## config.mk

```make
export PLATFORM = sky130hd
export DESIGN_NAME = uart_rx_ext
export DESIGN_NICKNAME = d
export VERILOG_FILES = /design/src/rtl/uart_pkg.sv /design/src/rtl/sync_fifo.sv /design/src/rtl/uart_rx_ext.sv
export SDC_FILE = /design/constraint.sdc
export NUM_CORES = 1
export LEC_CHECK = 0
export BUFFER_PORTS_ARGS = -buffer_cell sky130_fd_sc_hd__buf_2
export CORE_UTILIZATION = 55
export DETAILED_ROUTE_END_ITERATION = 10
export PLACE_DENSITY_LB_ADDON = 0.2
export SLEW_MARGIN = 20
export SYNTH_ARGS = -nofsm -noshare
export SYNTH_HDL_FRONTEND = slang
export SYNTH_SLANG_ARGS = --single-unit
```

## constraint.sdc

```tcl
create_clock -name clk -period 7.08 [get_ports clk]
set_clock_uncertainty 0.2 [all_clocks]
set_input_delay 0.708 -clock clk [delete_from_list [all_inputs] [get_ports clk]]
set_output_delay 0.708 -clock clk [all_outputs]
set_load 0.005 [all_outputs]
```

## src/rtl/uart_pkg.sv

```systemverilog
// Shared UART types and helpers for the receive path (and the planned transmitter).
package uart_pkg;

  typedef enum logic [1:0] {
    PAR_NONE = 2'd0,
    PAR_EVEN = 2'd1,
    PAR_ODD  = 2'd2
  } parity_e;

  typedef enum logic [2:0] {
    ST_IDLE     = 3'd0,
    ST_START    = 3'd1,
    ST_DATA     = 3'd2,
    ST_PARITY   = 3'd3,
    ST_STOP     = 3'd4,
    ST_BRK_WAIT = 3'd5
  } rx_state_e;

  typedef struct packed {
    logic brk;
    logic par;
    logic frm;
  } rx_err_t;

  localparam int unsigned OVERSAMPLE = 16;

  // Oversample ticks within a bit at which the line is sampled for the vote.
  localparam logic [3:0] VOTE_PH_A = 4'd7;
  localparam logic [3:0] VOTE_PH_B = 4'd8;
  localparam logic [3:0] VOTE_PH_C = 4'd9;

  // Clocks per oversample tick for a given system clock and baud rate.
  function automatic logic [15:0] calc_prescale(input int unsigned clk_hz,
                                                input int unsigned baud);
    return 16'(clk_hz / (baud * OVERSAMPLE));
  endfunction

  // Two-out-of-three majority.
  function automatic logic maj3(input logic a, input logic b, input logic c);
    return (a & b) | (a & c) | (b & c);
  endfunction

endpackage

```

## src/rtl/sync_fifo.sv

```systemverilog
// Synchronous FIFO with first-word-fall-through output and extended pointers.
module sync_fifo #(
  parameter int unsigned WIDTH = 11,
  parameter int unsigned DEPTH = 16
) (
  input  logic                     clk,
  input  logic                     rst_n,
  input  logic                     wr_en,
  input  logic [WIDTH-1:0]         wr_data,
  input  logic                     rd_en,
  output logic [WIDTH-1:0]         rd_data,
  output logic                     empty,
  output logic                     wr_accept,
  output logic [$clog2(DEPTH):0]   level
);

  localparam int unsigned AW = $clog2(DEPTH);

  if ((DEPTH < 2) || ((DEPTH & (DEPTH - 1)) != 0)) begin : g_bad_depth
    $error("sync_fifo DEPTH must be a power of 2 and at least 2");
  end

  logic [WIDTH-1:0] mem [DEPTH];
  logic [AW:0]      wr_ptr;
  logic [AW:0]      rd_ptr;
  logic             full;
  logic             do_rd;

  assign empty     = (wr_ptr == rd_ptr);
  assign full      = (wr_ptr[AW] != rd_ptr[AW]) && (wr_ptr[AW-1:0] == rd_ptr[AW-1:0]);
  assign do_rd     = rd_en && !empty;
  // A write into a full FIFO is still taken when the head is leaving this cycle.
  assign wr_accept = wr_en && (!full || do_rd);
  assign level     = wr_ptr - rd_ptr;
  assign rd_data   = empty ? '0 : mem[rd_ptr[AW-1:0]];

  // Pointer update; natural modulo wrap on the extra MSB.
  always_ff @(posedge clk or negedge rst_n) begin
    if (!rst_n) begin
      wr_ptr <= '0;
      rd_ptr <= '0;
    end else begin
      if (wr_accept) wr_ptr <= wr_ptr + 1'b1;
      if (do_rd)     rd_ptr <= rd_ptr + 1'b1;
    end
  end

  // Storage write; contents are masked by empty so they need no reset.
  always_ff @(posedge clk) begin
    if (wr_accept) mem[wr_ptr[AW-1:0]] <= wr_data;
  end

endmodule

```

## src/rtl/uart_rx_ext.sv

```systemverilog
// UART receiver: 16x oversampling, majority vote, configurable frame, break
// detection and a receive FIFO carrying per-word error flags.
module uart_rx_ext
  import uart_pkg::*;
#(
  parameter int unsigned CLK_FREQ_HZ = 72_000_000,
  parameter int unsigned BAUD_RATE   = 115_200,
  parameter int unsigned DATA_BITS   = 8,
  parameter parity_e     PARITY      = PAR_NONE,
  parameter int unsigned STOP_BITS   = 1,
  parameter int unsigned FIFO_DEPTH  = 16
) (
  input  logic                          clk,
  input  logic                          rst_n,
  input  logic                          rx,
  input  logic [15:0]                   cfg_prescale,
  output logic [DATA_BITS-1:0]          m_tdata,
  output logic [2:0]                    m_tuser,
  output logic                          m_tvalid,
  input  logic                          m_tready,
  output logic [$clog2(FIFO_DEPTH):0]   fifo_level,
  output logic                          overrun,
  input  logic                          overrun_clr,
  output logic                          busy
);

  localparam logic [15:0]  DEF_PRESCALE = calc_prescale(CLK_FREQ_HZ, BAUD_RATE);
  localparam int unsigned  BW           = $clog2(DATA_BITS);
  localparam logic [BW-1:0] LAST_BIT    = BW'(DATA_BITS - 1);
  localparam logic         HAS_PAR      = (PARITY != PAR_NONE);
  localparam logic         ODD_PAR      = (PARITY == PAR_ODD);

  if ((DATA_BITS < 5) || (DATA_BITS > 9)) begin : g_bad_bits
    $error("uart_rx_ext DATA_BITS must be 5..9");
  end
  if ((STOP_BITS < 1) || (STOP_BITS > 2)) begin : g_bad_stop
    $error("uart_rx_ext STOP_BITS must be 1 or 2");
  end

  rx_state_e            state;
  logic                 rx_s1, rx_s2, rx_d;
  logic                 fall;
  logic [15:0]          presc_cfg, presc_q, presc_cur;
  logic [15:0]          tick_cnt;
  logic                 tick;
  logic [3:0]           ph;
  logic                 smp_a, smp_b;
  logic                 vote_en, vote_bit;
  logic [DATA_BITS-1:0] shreg;
  logic [BW-1:0]        bit_idx;
  logic                 par_bit;
  logic                 stop_idx;
  logic                 last_stop;
  logic                 frm_q;
  logic                 brk_c, par_err_c;
  logic                 push, push_ok, pop;
  rx_err_t              push_err;
  logic [DATA_BITS+2:0] fifo_rd;
  logic                 fifo_empty;

  // Two-flop synchroniser plus edge-detect register, all idling high.
  always_ff @(posedge clk or negedge rst_n) begin
    if (!rst_n) begin
      rx_s1 <= 1'b1;
      rx_s2 <= 1'b1;
      rx_d  <= 1'b1;
    end else begin
      rx_s1 <= rx;
      rx_s2 <= rx_s1;
      rx_d  <= rx_s2;
    end
  end

  assign fall = rx_d & ~rx_s2;

  // Effective prescale follows the config only while idle; frozen during a frame.
  assign presc_cfg = (cfg_prescale == 16'd0) ? DEF_PRESCALE : cfg_prescale;
  assign presc_cur = (state == ST_IDLE) ? presc_cfg : presc_q;

  // Latch the prescale every idle cycle.
  always_ff @(posedge clk or negedge rst_n) begin
    if (!rst_n) presc_q <= DEF_PRESCALE;
    else if (state == ST_IDLE) presc_q <= presc_cfg;
  end

  assign tick = (tick_cnt == 16'd0);

  // Oversample tick down-counter; restarted at the start edge to align the phase.
  always_ff @(posedge clk or negedge rst_n) begin
    if (!rst_n) tick_cnt <= DEF_PRESCALE - 16'd1;
    else if (((state == ST_IDLE) && fall) || tick) tick_cnt <= presc_cur - 16'd1;
    else tick_cnt <= tick_cnt - 16'd1;
  end

  // Phase within the bit and the first two vote samples.
  always_ff @(posedge clk or negedge rst_n) begin
    if (!rst_n) begin
      ph    <= '0;
      smp_a <= 1'b1;
      smp_b <= 1'b1;
    end else if (state == ST_IDLE) begin
      ph <= '0;
    end else if (tick) begin
      ph <= ph + 4'd1;
      if (ph == VOTE_PH_A) smp_a <= rx_s2;
      if (ph == VOTE_PH_B) smp_b <= rx_s2;
    end
  end

  assign vote_en  = tick && (ph == VOTE_PH_C) &&
                    (state != ST_IDLE) && (state != ST_BRK_WAIT);
  assign vote_bit = maj3(smp_a, smp_b, rx_s2);

  assign last_stop = ({31'd0, stop_idx} == (STOP_BITS - 1));
  assign par_err_c = HAS_PAR && ((^shreg ^ par_bit ^ ODD_PAR) != 1'b0);
  assign brk_c     = (shreg == '0) && (!HAS_PAR || !par_bit) && !vote_bit && !stop_idx;

  // Frame is pushed at the vote of the last stop bit, or at the first stop bit on a break.
  assign push         = vote_en && (state == ST_STOP) && (brk_c || last_stop);
  assign push_err.brk = brk_c;
  assign push_err.par = par_err_c;
  assign push_err.frm = frm_q | ~vote_bit;

  // Receive FSM; transitions happen at each bit's vote so the next bit is timed seamlessly.
  always_ff @(posedge clk or negedge rst_n) begin
    if (!rst_n) begin
      state    <= ST_IDLE;
      shreg    <= '0;
      bit_idx  <= '0;
      par_bit  <= 1'b0;
      stop_idx <= 1'b0;
      frm_q    <= 1'b0;
    end else begin
      case (state)
        ST_IDLE: begin
          if (fall) state <= ST_START;
        end
        ST_START: begin
          if (vote_en) begin
            if (vote_bit) begin
              state <= ST_IDLE;
            end else begin
              state   <= ST_DATA;
              bit_idx <= '0;
              par_bit <= 1'b0;
            end
          end
        end
        ST_DATA: begin
          if (vote_en) begin
            shreg <= {vote_bit, shreg[DATA_BITS-1:1]};
            if (bit_idx == LAST_BIT) begin
              state    <= HAS_PAR ? ST_PARITY : ST_STOP;
              stop_idx <= 1'b0;
              frm_q    <= 1'b0;
            end else begin
              bit_idx <= bit_idx + 1'b1;
            end
          end
        end
        ST_PARITY: begin
          if (vote_en) begin
            par_bit <= vote_bit;
            state   <= ST_STOP;
          end
        end
        ST_STOP: begin
          if (vote_en) begin
            frm_q <= frm_q | ~vote_bit;
            if (brk_c)          state    <= ST_BRK_WAIT;
            else if (last_stop) state    <= ST_IDLE;
            else                stop_idx <= 1'b1;
          end
        end
        ST_BRK_WAIT: begin
          if (rx_s2) state <= ST_IDLE;
        end
        default: state <= ST_IDLE;
      endcase
    end
  end

  assign busy = (state != ST_IDLE);
  assign pop  = m_tvalid && m_tready;

  sync_fifo #(
    .WIDTH (DATA_BITS + 3),
    .DEPTH (FIFO_DEPTH)
  ) u_fifo (
    .clk       (clk),
    .rst_n     (rst_n),
    .wr_en     (push),
    .wr_data   ({push_err, shreg}),
    .rd_en     (pop),
    .rd_data   (fifo_rd),
    .empty     (fifo_empty),
    .wr_accept (push_ok),
    .level     (fifo_level)
  );

  assign m_tvalid = !fifo_empty;
  assign m_tdata  = fifo_rd[DATA_BITS-1:0];
  assign m_tuser  = fifo_rd[DATA_BITS+2:DATA_BITS];

  // Sticky overrun; a drop in the same cycle as a clear keeps it set.
  always_ff @(posedge clk or negedge rst_n) begin
    if (!rst_n) overrun <= 1'b0;
    else if (push && !push_ok) overrun <= 1'b1;
    else if (overrun_clr) overrun <= 1'b0;
  end

endmodule
```

* Word-level counts from Yosys, hierarchy flattened *
Memories as Yosys holds them, arrays and structs flattened.
Cells that the tools add are included.

storage, ports and cells
  bits in read-only memories = 0
  input bits = 21
  word-level logic and storage cells = 130
  bits in latches = 0
  memories kept = 1
  register bits = 68
  memory bits (writable) = 160
  output and inout bits = 19

operators by class
  $mul = 0
  reductions and logical operators = 37
  add/sub/neg operators = 7
  bitwise gates (word level) = 11
  div/mod/pow operators = 0
  $lt $le $gt $ge = 0
  equal/unequal tests = 24
  shifts and indexed selects = 0
  muxes and demuxes = 34

memory list
  memory      words  width  read ports  clocked after memory_dff  wr ports  RTL line         RTL
  u_fifo.mem  16     10     1           0                         1         sync_fifo.sv:23  logic [WIDTH-1:0] mem [DEPTH];

operators with widths
  operator                                              count
  2-to-1 mux 16 bit                                     3
  2-to-1 mux 3 bit                                      13
  logical NOT 16 bit                                    2
  subtractor 16 x 1 -> 16 bit (second input constant)   2
  inequality test 2 bit (second input constant)         10
  one-hot mux 3 bit (6 select lines)                    1
  logical AND 1 bit                                     13
  2-to-1 mux 11 bit                                     1
  adder 5 x 1 -> 5 bit (second input constant)          2
  2-to-1 mux 1 bit                                      10
  AND reduction 5 bit                                   2
  equality test 3 bit (second input constant)           3
  equality test 4 bit (second input constant)           2
  logical NOT 8 bit                                     1
  2-to-1 mux 4 bit                                      2
  AND reduction 8 bit                                   1
  nonzero test 2 bit                                    4
  equality test 3 x 2 -> 1 bit (second input constant)  2
  inequality test 3 bit (second input constant)         2
  one-hot mux 3 bit (2 select lines)                    1
  AND reduction 3 bit                                   2
  equality test 5 bit                                   1
  logical NOT 1 bit                                     5
  subtractor 5 bit                                      1
  other kinds (16)                                      27

* Logic depth before layout (Yosys ltp) *
Gate-level depths: netlist (run 1).

  depth after elaboration = 12
  depth in mapped cells = 16
  gate-level depth less buffers = 12

* Cells and area by module *
Synthesis (run 1) repeated with hierarchy kept, for this count alone.

second synthesis, totals
  cells, all modules = 672
  area, all modules = 10633.9 µm²

modules (own cells, without submodules)
  module       area an instance (µm²)  sequential area each (µm²)  instances  cells an instance
  sync_fifo    7439.6                  5535.3                      1          370
  uart_rx_ext  3194.3                  1441.4                      1          302

* Worst setup path before layout (run 1) *
OpenSTA, ideal clock, no wires.

  path type = reg2reg
  start = reg tick_cnt[1]
  end = reg tick_cnt[10]
  data required time = 6.793 ns
  setup time = 0.087 ns
  arrival time = 3.220 ns
  clock period less this slack = 3.507 ns
  cell stages (with the launch flop) = 15
  buffers on the path = 3
  setup slack = 3.573 ns
  path through = dfstp_2 or4_4 nor4_4 a21o_1 buf_6 buf_2 buf_2 nand3_1 o21ai_0 ha_1 o21ai_0 nand4b_4 a2111oi_4 xnor2_1 a211oi_2

on the way
  longest elaborated chain between the ends = 3
  elaborated cells between the ends (all ways) = 4
  classes of those cells = add/sub (1); mux (1); reduce/logical (2)

RTL lines
  what                                                                                 RTL line           RTL
  start, declared                                                                      uart_rx_ext.sv:44  logic [15:0] tick_cnt;
  start signal, assigned                                                               uart_rx_ext.sv:90  if (!rst_n) tick_cnt <= DEF_PRESCALE - 16'd1;
  start signal, assigned                                                               uart_rx_ext.sv:91  else if (((state == ST_IDLE) && fall) || tick) tick_cnt <= presc_cur - 16'd1;
  start signal, assigned                                                               uart_rx_ext.sv:92  else tick_cnt <= tick_cnt - 16'd1;
  parallel branches: the longest is 2 deep, another holds subtractor 16 x 1 -> 16 bit  -
  2-to-1 mux 16 bit (*)                                                                uart_rx_ext.sv:91

Mark *: on every way between the ends.
A chain may end at the register's enable or synchronous reset.

* Final worst setup path (run 1) *
  start = reg state[2]
  end = reg tick_cnt[10]

on the way
  longest elaborated chain between the ends = 4
  elaborated cells between the ends (all ways) = 6
  classes of those cells = add/sub (1); mux (2); reduce/logical (3)

RTL lines
  what                                                             RTL line                              RTL
  start, declared                                                  uart_rx_ext.sv:40                     rx_state_e state;
  start signal, assigned                                           uart_rx_ext.sv:153                    state <= HAS_PAR ? ST_PARITY : ST_STOP;
  logical NOT 3 bit (*)                                            uart_rx_ext.sv:78, uart_rx_ext.sv:91
  2-to-1 mux 16 bit or logical AND 1 bit (tied branches)           -
  subtractor 16 x 1 -> 16 bit or logical OR 1 bit (tied branches)  uart_rx_ext.sv:91
  2-to-1 mux 16 bit (*)                                            uart_rx_ext.sv:91

Mark *: on every way between the ends. The rest lies on a longest branch, timed or not.

==> out/metrics.cfg, run 1 <==
[drt]
via_per_inst=5.99
drtIter0Drc=395
drtAntennaViolNets=0
dr_wl_met2_um=10000
wirelength_um=20200
firstDrtPassIters=5
wl_met3_um=1040
top_layer=met5
dr_total_vias=5559
drc=0
routedWlPerCell_um=21.7
drt-met1-wl_um=8690

[grt]
antenna_found_initial=1
grt_use_total_pct=22.8
grt-ovfl-total=0
grt_pass1_vias=5643
grt_max_degree=68
grt_first_pass_wirelength_um=31800

[clock_tree]
post_cts_buffers=0
cts_made_buffers=23
cts_tree=built
post_cts_resize_count=0
clkLatencyLatePin_ns=0.50
cts_hold_buf=0
h-tree-depth=1
clock-sinks=227
root_buffer=clkbuf_16
path_clk_slew_ns=0.06
cts_buffer_depth=3

[synthesis]
async_flop_share_pct=29.5
synth_cells=638
synth.avg_cell_area_um2=15.8
muxShareOfSynthArea_pct=14.2
ys.flop_type=edfxtp_1
yosysWarnings=0
synth_area_um2=10100
synth_fa_ha_area_share_pct=2.17
syn-num-nets=675
synth_cell_types=68
synth_edf_count=160
synth_top_family_by_area=multiplexers
synth-xor-area-share_pct=2.79
synth-simple-area-share_pct=9.82
ys_ff_latch=227
yosysSeqAreaShare_pct=64.6
synth_compound_area_share_pct=4.07

[power_and_ir_drop]
peakVddDrop_v=0.000186
power_density_nw_per_um2=298
p_leak_nw=4.24

[floorplanning]
fp.dieH_um=137
die_width_um=137
ioPinCount=40
die_area_um2=18800
num_rows=49
start_util_pct=56.0
core-area_um2=18000

[sta]
finalCritPeriodShare_pct=73.2
fin_crit_ns=5.19
finalMaxSlewViolations=0
fin_setup_tns_ns=0
rsz0062_at_grt=no
finalSetupViolations=0
finalHoldViolCount=0
tightestPinTransition_ns=1.01
relSlewSlack_pct=32.6
fmax_mhz=193
hold-worst-slack_ns=0.114

[finish]
register_area_um2=6500
fin_util_pct=62.7
diodes=0
nNetsFinal=720
multi_input_area_um2=3340
fill_cells=1293
stdcell_area_um2=11300
drive_above_1_share_pct=27.6
area_growth_pct=12.0

[worst_setup_path]
slowest_delay_ns=0.80
path_cells=nor3_4 > inv_2 > nor3b_2 > a21o_1 > a31o_2 > ha_1 > o21ai_0 > nand4b_4 > a21oi_1 > a211oi_1 > a211oi_2
end_kind=register
path_class=register to register
startpoint_type=register
arrival_ns=5.40
cp.required_ns=7.29
path_delay_family=compound AO/OA/AOI/OAI gates
crit_slowest_cell=nor3_4
critPathMaxFanout=27
critPathBufInv=1

[worst_hold_path]
hold_class=input port to register

[flow_run]
maxCapViolCount=0

[placed_design]
place_hpwl_um=13300
gp_congestion=0.821
dpl-instance-area_um2=10500
port_buffers=38

[run_status]
outcome=finished, final reports clean

synthesized netlist by cell type (all sizes together), types with 2 or more instances:
cell     instances  area share, %
nor2            42            1.6
o21ai           12           0.71
and2            14           0.88
mux4            50             11
and4             2           0.19
dfrtp           55             14
xnor2           29            2.5
nor4             9           0.92
nor3b            3           0.27
or4              3           0.26
o211ai           4           0.30
a21o             4           0.30
mux2i           13            1.3
nor4b            3           0.32
nor3            15           0.97
o31ai            3           0.22
inv             20           0.75
a31oi            3           0.19
ha              15            1.9
nand4            6           0.52
nand3            8           0.40
buf             17           0.88
edfxtp         160             48
or3              9           0.58
a2111oi          2           0.55
dfstp           12            3.1
mux2            15            1.7
nand2           54            2.0
clkbuf          12           0.65
and3             3           0.19
a211oi           6           0.50
nand2b           4           0.25
a21oi           14           0.73
xor2             3           0.26
logic make-up after synthesis:
group	after synthesis
mux	78
compound gates	55
fa+ha+maj	17
simple gates	179
buf+inv	49
flops	227
other cells	1
xor+xnor	32
power breakdown:
| part | switching [mW] | internal (mW) |
|---|---|---|
| clock | 0.493 | 0.753 |
| sequential | 0.0764 | 1.48 |
| combinational | 0.313 | 0.245 |
| total | 0.882 | 2.48 |
cell usage in the layout, fill, tap and decap left out, drive strengths merged, types with 4 or more instances in the layout:
cell type,n
a211oi,6
a21o,4
a21oi,14
and2,14
buf,49
clkbuf,29
clkinv,6
dfrtp,55
dfstp,12
edfxtp,160
ha,15
inv,20
mux2,15
mux2i,13
mux4,50
nand2,54
nand2b,4
nand3,8
nand4,6
nor2,42
nor3,15
nor4,9
o211ai,4
o21ai,12
or3,9
xnor2,29
through the flow:
step / total power, mW / std cells / setup WS [ns]
CTS: 3.39 / 928 / 1.91
global placement: 2.14 / 887 / 2.22
detailed placement: 2.15 / 887 / 1.94
finish: 3.36 / 928 / 1.89
floorplan: 1.98 / 638 / 3.57
global route: 3.49 / 928 / 1.48
per-layer routing:
layer | track usage [%] | up-vias
li1 | - | 2510
met1 | 31.3 | 2851
met2 | 38.0 | 162
met3 | 3.16 | 34
met4 | 6.59 | 2
met5 | 0 | -
worst paths after layout:
check                         start                to  slack, ns  cells after the start
max                        state[2]      tick_cnt[10]       1.89                     11
min                              rx             rx_s1       0.11                      1
max reg2reg                state[2]      tick_cnt[10]       1.89                     11
min reg2reg                   rx_s1             rx_s2       0.16                      0
max in group asynchronous     rst_n  u_fifo.rd_ptr[1]       5.85                      2
min in group asynchronous     rst_n      tick_cnt[10]       0.18                      2
sequential cells by signal (all words and copies together) (netlist names):
| signal | flops |
|---|---|
| state | 3 |
| u_fifo.rd_ptr | 5 |
| smp_b | 1 |
| rx_d | 1 |
| rx_s2 | 1 |
| overrun | 1 |
| ph | 4 |
| rx_s1 | 1 |
| u_fifo.wr_ptr | 5 |
| tick_cnt | 16 |
| u_fifo.mem | 160 |
| presc_q | 16 |
| smp_a | 1 |
| shreg | 8 |
| bit_idx | 3 |
| frm_q | 1 |
layout make-up:
class | instances | area share (%)
flip-flops and latches | 227 | 57.7
clock inverters | 12 | 1.26
well taps | 229 | 2.55
inverters | 20 | 0.667
repair buffers | 49 | 2.42
multi-input cells | 362 | 29.6
clock buffers | 29 | 5.71
Note: power is estimated with default switching activity, not from simulation.
==> inputs of run 2 (changes only) <==
==> constraint.sdc (replaced) <==
create_clock -name clk -period 5.05 [get_ports clk]
set_clock_uncertainty 0.2 [all_clocks]
set_input_delay 0.505 -clock clk [delete_from_list [all_inputs] [get_ports clk]]
set_output_delay 0.505 -clock clk [all_outputs]
set_load 0.005 [all_outputs]
==> out/metrics.cfg, run 2 (synthesized netlist as in run 1, its figures left out) <==
[clock_tree]
cts_made_buffers=24  ; was 23
post_cts_buffers=0  ; unchanged
path_clk_slew_ns=0.06  ; about the same
clkLatencyLatePin_ns=0.51  ; was 0.50 ns
cts_tree=built  ; unchanged
root_buffer=clkbuf_16  ; unchanged
clock-sinks=227  ; unchanged
h-tree-depth=1  ; unchanged
cts_buffer_depth=3  ; unchanged

[floorplanning]
start_util_pct=56.0  ; unchanged
num_rows=49  ; unchanged
fp.dieH_um=137  ; unchanged
die_area_um2=18800  ; unchanged
core-area_um2=18000  ; unchanged
ioPinCount=40  ; unchanged
die_width_um=137  ; unchanged

[run_status]
outcome=finished, final reports clean  ; unchanged

[sta]
rsz0062_at_grt=no  ; unchanged
finalHoldViolCount=0  ; unchanged
fin_crit_ns=4.19  ; was 5.19 ns
hold-worst-slack_ns=0.0428  ; was 0.114 ns
fin_setup_tns_ns=0  ; unchanged
finalCritPeriodShare_pct=83.0  ; was 73.2%
relSlewSlack_pct=34.5  ; was 32.6%
tightestPinTransition_ns=0.980  ; was 1.01 ns
finalMaxSlewViolations=0  ; unchanged
fmax_mhz=239  ; was 193 MHz
finalSetupViolations=0  ; unchanged

[drt]
drtIter0Drc=390  ; was 395
routedWlPerCell_um=21.3  ; was 21.7 um
drtAntennaViolNets=0  ; unchanged
firstDrtPassIters=4  ; was 5
drc=0  ; unchanged
dr_total_vias=5520  ; was 5559
wirelength_um=20100  ; was 20200 um
via_per_inst=5.85  ; was 5.99

[placed_design]
place_hpwl_um=13400  ; was 13300 um
port_buffers=38  ; unchanged
gp_congestion=0.862  ; was 0.821

[flow_run]
maxCapViolCount=0  ; unchanged

[worst_setup_path]
cp.required_ns=5.20  ; was 7.29 ns
r2r-start=state[2]  ; unchanged
arrival_ns=4.34  ; was 5.40 ns
end_kind=register  ; unchanged
path_class=register to register  ; unchanged
reg2reg_slack_ns=0.86  ; was 1.89 ns
critPathMaxFanout=25  ; was 27
startpoint_type=register  ; unchanged
worstRegToRegCells=11  ; unchanged
r2r_end=tick_cnt[10]  ; unchanged

[worst_hold_path]
hold_start=cfg_prescale[12]  ; was rx
hold_class=input port to register  ; unchanged
worstHoldPathCells=3  ; was 1
hold_end=presc_q[12]  ; was rx_s1

[grt]
grt_first_pass_wirelength_um=31200  ; was 31800 um
antenna_found_initial=1  ; unchanged
grt_pass1_vias=5535  ; was 5643
grt-ovfl-total=0  ; unchanged
grt_use_total_pct=22.5  ; was 22.8%
grt_max_degree=45  ; was 68

[finish]
largest_reg_flops=160  ; unchanged
drive_above_1_share_pct=26.8  ; was 27.6%
area_growth_pct=12.6  ; was 12.0%
nNetsFinal=732  ; was 720
fin_util_pct=63.0  ; was 62.7%
layout_common_cells=edfxtp_1, nand2_1, dfrtp_1  ; unchanged
fill_cells=1278  ; was 1293
final_common_cell=edfxtp_1  ; unchanged

[power_and_ir_drop]
cellInternalPower_mw=3.43  ; was 2.48 mW
p_leak_nw=4.29  ; was 4.24 nW
peakVddDrop_v=0.000316  ; was 0.000186 V
power_density_nw_per_um2=411  ; was 298 nW/um^2
pwr-share-clk_pct=36.3  ; was 37.1%
swShare_pct=26.2  ; was 26.3%
seq_power_share_pct=46.6  ; was 46.3%
p_switching_mw=1.22  ; was 0.882 mW
power_frac_comb_pct=17.1  ; was 16.6%

run 2: changes by cell type in the layout (fill, tap and decap cells not counted), sizes merged:
cell	previous run	this run
buf	49	57
bufinv	3	1
clkbuf	29	39
clkinv	6	3
clkinvlp	3	0
diode	0	1
dlygate4sd3	0	3
inv	20	21
run 2: what timing repair did:
item / in CTS / in global routing
hold buffers: 3 / 0
gates resized for setup: 0 / 0
endpoints found under the hold margin: 25 / 0
endpoints found under the setup margin: 0 / 0
run 2: area by class of cell:
class	count	area (um^2)	share of cell area, %
clock inverters	5	53.8	0.475
multi-input cells	362	3330	29.4
clock buffers	39	709	6.27
diodes	1	2.50	0.0221
well taps	229	287	2.53
inverters	20	75.1	0.663
flip-flops and latches	227	6500	57.4
repair buffers	60	363	3.21
run 2: power by group through the flow:
stage / Sequential [mW] / Combinational (mW) / Clock (mW)
after global placement: 2.20 / 0.789 / 0
after floorplan: 2.17 / 0.617 / 0
final: 2.17 / 0.795 / 1.69
after global routing: 2.19 / 0.865 / 1.79
after detailed placement: 2.21 / 0.801 / 0
after CTS: 2.17 / 0.806 / 1.72
run 2: worst max-delay path by stage:
stage	startpoint	end
after CTS	state[2]	tick_cnt[10]
after floorplan	tick_cnt[1]	tick_cnt[10]
after detailed placement	state[2]	tick_cnt[12]
after global routing	state[2]	tick_cnt[12]
final	state[2]	tick_cnt[10]
after global placement	state[2]	tick_cnt[10]
run 2: stage by stage:
step | area (um^2) | cells | worst slack (ns) | power (mW)
floorplan | 10100 | 638 | 1.54 | 2.78
global placement | 10500 | 895 | 1.13 | 2.99
detailed placement | 10500 | 895 | 0.878 | 3.01
CTS | 11300 | 942 | 0.862 | 4.70
global route | 11300 | 942 | 0.474 | 4.84
finish | 11300 | 943 | 0.859 | 4.66
run 2: layer usage:
metal / part of all wire [%] / vias up / global-route usage [%] / routed length (um)
met5: 0 / - / 0 / 0
met4: 2.4 / 0 / 6.84 / 490
met3: 4.2 / 40 / 3.13 / 850
met2: 50 / 141 / 38.2 / 10100
met1: 43 / 2804 / 30.3 / 8620
li1: - / 2535 / - / -
run 2: worst max-delay path: stages, from the launching register on:
cell and delay (ns):
dfrtp_1 0.51, nor3_4 0.80, inv_2 0.09, nor3b_2 0.44
a21o_1 0.33, a31o_2 0.31, ha_1 0.31, o21ai_0 0.14
nand4b_4 0.22, a21oi_1 0.38, and4_1 0.27, a211oi_2 0.04
